--- config.mk ---
export PLATFORM = sky130hd
export DESIGN_NAME = sparse_gf2_matvec_pingpong_flat
export DESIGN_NICKNAME = d
export VERILOG_FILES = /design/src/rtl/sparse_gf2_matvec_pingpong_if.sv /design/src/rtl/sparse_gf2_matvec_pingpong.sv /design/src/flat_wrapper.sv
export SDC_FILE = /design/constraint.sdc
export NUM_CORES = 1
export LEC_CHECK = 0
export BUFFER_PORTS_ARGS = -buffer_cell sky130_fd_sc_hd__buf_4
export CELL_PAD_IN_SITES_DETAIL_PLACEMENT = 1
export CELL_PAD_IN_SITES_GLOBAL_PLACEMENT = 2
export CORE_ASPECT_RATIO = 1.1
export CORE_UTILIZATION = 36
export CTS_CLUSTER_DIAMETER = 100
export DETAILED_ROUTE_END_ITERATION = 7
export PLACE_DENSITY = 0.77
export SKIP_CTS_REPAIR_TIMING = 1
export SLEW_MARGIN = 20
export SYNTH_ARGS = -nofsm -noshare
export SYNTH_HDL_FRONTEND = slang
export SYNTH_SLANG_ARGS = --single-unit
export TNS_END_PERCENT = 1
--- constraint.sdc ---
create_clock -name i_clock -period 8.2 [get_ports i_clock]
set_clock_uncertainty 0.15 [all_clocks]
set_input_delay 0.41 -clock i_clock [delete_from_list [all_inputs] [get_ports i_clock]]
set_output_delay 0.41 -clock i_clock [all_outputs]
set_load 0.01 [all_outputs]
--- src/rtl/sparse_gf2_matvec_pingpong_if.sv ---
// Stream bundle for sparse_gf2_matvec_pingpong: one input word stream and one result word stream.
// Optional last/error sideband is present when SPARSE_GF2_MATVEC_LAST_EN is defined.
interface sparse_gf2_matvec_pingpong_if #(
  parameter int WIDTH = 96
);
  // Valid/ready: a word moves on a rising clock edge where valid and ready are both high;
  // the source holds data (and last) stable while valid is high and ready is low.
  logic [WIDTH-1:0] i_input_data;
  logic             i_input_valid;
  logic             o_input_ready;
  logic [WIDTH-1:0] o_output_data;
  logic             o_output_valid;
  logic             i_output_ready;
`ifdef SPARSE_GF2_MATVEC_LAST_EN
  logic             i_input_last;
  logic             o_output_last;
  logic             o_frame_error;

  modport slave (
    input  i_input_data, i_input_valid, i_input_last, i_output_ready,
    output o_input_ready, o_output_data, o_output_valid, o_output_last, o_frame_error
  );
  modport master (
    output i_input_data, i_input_valid, i_input_last, i_output_ready,
    input  o_input_ready, o_output_data, o_output_valid, o_output_last, o_frame_error
  );
`else
  modport slave (
    input  i_input_data, i_input_valid, i_output_ready,
    output o_input_ready, o_output_data, o_output_valid
  );
  modport master (
    output i_input_data, i_input_valid, i_output_ready,
    input  o_input_ready, o_output_data, o_output_valid
  );
`endif
endinterface

--- src/rtl/sparse_gf2_matvec_pingpong.sv ---
// Sparse GF(2) matrix-vector multiply with ping-pong result banks for the LDPC encoder.
// Optional frame-last checking is enabled by defining SPARSE_GF2_MATVEC_LAST_EN.
module sparse_gf2_matvec_pingpong #(
  parameter int WIDTH = 96,
  parameter int INPUT_LENGTH = 11,
  parameter int OUTPUT_LENGTH = 1,
  parameter logic [OUTPUT_LENGTH*INPUT_LENGTH-1:0] ROW_MASKS =
    {{(OUTPUT_LENGTH*INPUT_LENGTH-1){1'b0}}, 1'b1}
) (
  input logic i_clock,
  input logic i_reset,
  sparse_gf2_matvec_pingpong_if.slave bus
);
  localparam int IN_CW  = (INPUT_LENGTH > 1) ? $clog2(INPUT_LENGTH) : 1;
  localparam int OUT_CW = (OUTPUT_LENGTH > 1) ? $clog2(OUTPUT_LENGTH) : 1;
  localparam logic [IN_CW-1:0]  IN_LAST  = IN_CW'(INPUT_LENGTH - 1);
  localparam logic [OUT_CW-1:0] OUT_LAST = OUT_CW'(OUTPUT_LENGTH - 1);

  logic [OUTPUT_LENGTH*WIDTH-1:0] bank [2];
  logic [1:0]                     full;
  logic                           fill_sel;
  logic                           read_sel;
  logic [IN_CW-1:0]               in_cnt;
  logic [OUT_CW-1:0]              out_cnt;
  logic                           in_fire;
  logic                           out_fire;
  logic                           in_end;
  logic                           out_end;
  logic                           frame_abort;
  logic [WIDTH-1:0]               rd_word;
  logic [INPUT_LENGTH-1:0]        row_bits;
  logic [OUTPUT_LENGTH-1:0]       col_hit;

  // Ready and valid come only from registered flags; reset forces both low.
  assign bus.o_input_ready  = !i_reset && !full[fill_sel];
  assign bus.o_output_valid = !i_reset && full[read_sel];
  assign rd_word            = bank[read_sel][int'(out_cnt)*WIDTH +: WIDTH];
  assign bus.o_output_data  = bus.o_output_valid ? rd_word : '0;

  assign in_fire  = bus.i_input_valid && bus.o_input_ready;
  assign out_fire = bus.o_output_valid && bus.i_output_ready;
  assign in_end   = (in_cnt == IN_LAST);
  assign out_end  = (out_cnt == OUT_LAST);

`ifdef SPARSE_GF2_MATVEC_LAST_EN
  logic frame_error_q;

  assign frame_abort       = bus.i_input_last && !in_end;
  assign bus.o_output_last = bus.o_output_valid && out_end;
  assign bus.o_frame_error = frame_error_q;

  // Sticky: any disagreement between i_input_last and the word count.
  always_ff @(posedge i_clock) begin
    if (i_reset) begin
      frame_error_q <= 1'b0;
    end else if (in_fire && (bus.i_input_last != in_end)) begin
      frame_error_q <= 1'b1;
    end
  end
`else
  assign frame_abort = 1'b0;
`endif

  // Which result rows take the current input column.
  always_comb begin
    row_bits = '0;
    col_hit  = '0;
    for (int r = 0; r < OUTPUT_LENGTH; r++) begin
      row_bits   = ROW_MASKS[r*INPUT_LENGTH +: INPUT_LENGTH];
      col_hit[r] = |(row_bits & (INPUT_LENGTH'(1) << in_cnt));
    end
  end

  always_ff @(posedge i_clock) begin
    if (i_reset) begin
      bank[0]  <= '0;
      bank[1]  <= '0;
      full     <= '0;
      fill_sel <= 1'b0;
      read_sel <= 1'b0;
      in_cnt   <= '0;
      out_cnt  <= '0;
    end else begin
      if (in_fire) begin
        // Column 0 seeds every row, so stale bank contents never leak into a new frame.
        for (int r = 0; r < OUTPUT_LENGTH; r++) begin
          if (col_hit[r]) begin
            bank[fill_sel][r*WIDTH +: WIDTH] <= (in_cnt == '0) ? bus.i_input_data
              : (bank[fill_sel][r*WIDTH +: WIDTH] ^ bus.i_input_data);
          end else if (in_cnt == '0) begin
            bank[fill_sel][r*WIDTH +: WIDTH] <= '0;
          end
        end
        if (in_end) begin
          in_cnt         <= '0;
          full[fill_sel] <= 1'b1;
          fill_sel       <= !fill_sel;
        end else if (frame_abort) begin
          in_cnt <= '0;
        end else begin
          in_cnt <= in_cnt + IN_CW'(1);
        end
      end
      // A filling bank is never full and a read bank always is, so both flag updates can land together.
      if (out_fire) begin
        if (out_end) begin
          out_cnt        <= '0;
          full[read_sel] <= 1'b0;
          read_sel       <= !read_sel;
        end else begin
          out_cnt <= out_cnt + OUT_CW'(1);
        end
      end
    end
  end
endmodule

--- src/flat_wrapper.sv ---
// flat-port wrapper written by rule: the top's interface ports become plain ports
module sparse_gf2_matvec_pingpong_flat 
#(
  parameter int WIDTH = 96,
  parameter int INPUT_LENGTH = 11,
  parameter int OUTPUT_LENGTH = 1,
  parameter logic [OUTPUT_LENGTH*INPUT_LENGTH-1:0] ROW_MASKS =
    {{(OUTPUT_LENGTH*INPUT_LENGTH-1){1'b0}}, 1'b1}
)
  (i_clock, i_reset, bus_i_input_data, bus_i_input_valid, bus_i_output_ready, bus_o_input_ready, bus_o_output_data, bus_o_output_valid);
  sparse_gf2_matvec_pingpong_if #(.WIDTH(WIDTH)) bus_i ();
  input logic i_clock;
  input logic i_reset;
  input wire logic [$bits(bus_i.i_input_data)-1:0] bus_i_input_data;
  input wire logic [$bits(bus_i.i_input_valid)-1:0] bus_i_input_valid;
  input wire logic [$bits(bus_i.i_output_ready)-1:0] bus_i_output_ready;
  output wire logic [$bits(bus_i.o_input_ready)-1:0] bus_o_input_ready;
  output wire logic [$bits(bus_i.o_output_data)-1:0] bus_o_output_data;
  output wire logic [$bits(bus_i.o_output_valid)-1:0] bus_o_output_valid;
  assign bus_i.i_input_data = bus_i_input_data;
  assign bus_i.i_input_valid = bus_i_input_valid;
  assign bus_i.i_output_ready = bus_i_output_ready;
  assign bus_o_input_ready = bus_i.o_input_ready;
  assign bus_o_output_data = bus_i.o_output_data;
  assign bus_o_output_valid = bus_i.o_output_valid;
  sparse_gf2_matvec_pingpong #(.WIDTH(WIDTH), .INPUT_LENGTH(INPUT_LENGTH), .OUTPUT_LENGTH(OUTPUT_LENGTH), .ROW_MASKS(ROW_MASKS)) u_core (.i_clock(i_clock), .i_reset(i_reset), .bus(bus_i));
endmodule
==> results.toml <==
[setup_path]
path_max_fanout = 49
worst-setup-path-type = "reg2out"
crit_path_start_kind = "flop"
worstPathArrival_ns = 2.90
reg2regPathDepth = 5
cp_data_required_time_ns = 7.64
endpoint_kind = "primary output"
rrSetupSlack_ns = 5.05

[floorplan]
io-pin-count = 198
coreArea_um2 = 25400
start_util = 0.370
core.rowCount = 61
die_x_um = 156
die_area_um2 = 26700
die_y_um = 171

[clock_network]
cts_tree = "built"
cts.sinks = 201
htreeDepth = 1
cts_buffers = 23
path_clk_slew_ns = 0.06
cts_buffer_depth = 3
cts_root_buf = "clkbuf_16"
worstSkewPairLatency_ns = 0.50

[global_routing]
grt_max_degree = 76
grt_pass1_vias = 6384
grt_usage = 0.171
grt_overflow = 0
antenna_found_initial = 0
grt_pass1_wl_mm = 35.1

[synthesis]
yosys.cell_types.count = 36
synthFlopType = "edfxtp_1"
async_flop_share = 0
ys_seq_area_frac = 0.633
synth_edf_count = 192
syn_area_per_cell_um2 = 11.9
syn-num-nets = 886
synth_cells = 786
synth-seq-cells = 201
netlist_area_um2 = 9390
yosysWarnings = 0

[timing]
finalSetupViolCount = 0
finalHoldViolCount = 0
worstMarginPinSlew_ns = 1.06
fmax_mhz = 289
max_slew_margin = 0.291
min_period_ns = 3.46
rsz0062_at_grt = "false"
fin_crit_sh = 0.422
drv_slew = 0
tns_ns = 0

[layout]
antennaDiodeCount = 0
nets = 1060
finish.utilization = 0.465
drive_above_1_share = 0.268
syn2layout_area_growth_pct = 25.8

[detailed_routing]
drc = 0
first_iter_violations = 282
avgRoutedWirePerCell_um = 17.4
ant_nets = 0
first_pass_iters = 4
vias_per_cell = 4.65
vias = 6158
totalWireLength_mm = 23.0

[power_and_ir_drop]
powerDensity_nw_per_um2 = 194
vdd_drop_max_v = 0.000145
cellLeakagePower_nw = 4.63
power_mw = 2.29

[worst_hold_path]
min_path_type = "in2reg"
worstHoldPathCells = 2

[placed_design]
port_buffers = 197
dp_hpwl_mm = 14.0
place.gp.congestion = 0.702

[outcome]
status = "finished clean"

[flow_run]
drv_cap = 0
-- synthesized netlist by cell type, types with 3 or more instances --
cell / instances / share of area
a21oi_1: 4 / 0.0021
and2_1: 96 / 0.064
buf_2: 20 / 0.011
buf_4: 8 / 0.0064
clkbuf_1: 27 / 0.011
dfxtp_1: 9 / 0.019
edfxtp_1: 192 / 0.61
inv_1: 103 / 0.041
mux2i_1: 98 / 0.10
nor2_1: 98 / 0.039
nor3_1: 80 / 0.043
nor3_2: 19 / 0.020
o21ai_0: 3 / 0.0016
o31ai_1: 3 / 0.0024
-- worst paths after layout --
check | start | endpoint
setup / recovery | flop | bus_o_output_data[71]
hold / removal | bus_i_input_data[83] | u_core.bank[0][83]$_SDFFCE_PN0P_
setup reg to reg | u_core.in_cnt[2]$_SDFFE_PP0N_ | u_core.bank[1][74]$_SDFFCE_PN0P_
hold reg to reg | u_core.in_cnt[3]$_SDFFE_PP0N_ | u_core.in_cnt[3]$_SDFFE_PP0N_
-- cell type report --
class | count | area [um2]
multi-input combinational | 426 | 2830
clock buffer | 33 | 633
timing repair buffer | 205 | 1540
tap | 346 | 433
clock inverter | 9 | 45.0
inverter | 103 | 387
sequential | 201 | 5950
fill | 2723 | 13600
-- logic make-up (layout without fill, tap and decap cells) --
kind of cell    Yosys count  count (layout)  synth area share
compound gates           17              17            0.0121
mux                      99              99             0.106
flops                   201             201             0.633
buf+inv                 159             350            0.0702
simple gates            310             310             0.179
-- layer usage --
metal | global-route usage | share of wire | vias up
met5 | 0 | 0 | -
met4 | 0.0448 | 0.018 | 0
met3 | 0.0330 | 0.057 | 26
met2 | 0.301 | 0.50 | 150
met1 | 0.214 | 0.42 | 2972
li1 | - | - | 3010
-- critical path: stages (launching register included) --
cell and delay (ns):
dfxtp_4 0.90, buf_4 0.82, mux2i_1 0.37, nor2_1 0.09, buf_4 0.18
-- stage by stage --
stage | setup slack [ns] | area [um2] | hold WS, ns | instances
finish | 4.74 | 11800 | 0.0438 | 1323
floorplan | 1.74 | 9390 | 0.347 | 786
global route | 4.53 | 11800 | 0.0220 | 1323
detailed placement | 4.89 | 11100 | 0.406 | 1281
global placement | 4.92 | 11100 | 0.388 | 1281
CTS | 4.60 | 11800 | 0.0220 | 1323
-- where the power goes --
part | switching, mW | leakage (nW) | internal, mW
Clock | 0.392 | 0.328 | 0.535
Sequential | 0.0176 | 2.10 | 1.19
Combinational | 0.0898 | 2.20 | 0.0652
Total | 0.499 | 4.63 | 1.79
-- layout by cell type, fill, tap and decap left out, drive strengths merged, types with 2 or more instances in the layout --
cell    count
clkinv      7
nor3b       2
mux2i      98
nor3       99
o21ai       3
o31ai       3
buf       205
nand4       2
a21oi       4
dfxtp       9
nand2b      2
nor2b       2
inv       104
and2       96
clkbuf     33
nor2       98
nand3       3
edfxtp    192
-- sequential cells by signal, summed over array words and instances, names as in the netlist, named ones only --
register	flops
u_core.bank	192
u_core.fill_sel	1
u_core.full	2
u_core.in_cnt	4
u_core.read_sel	1
Note: power is estimated with default switching activity, not from simulation.
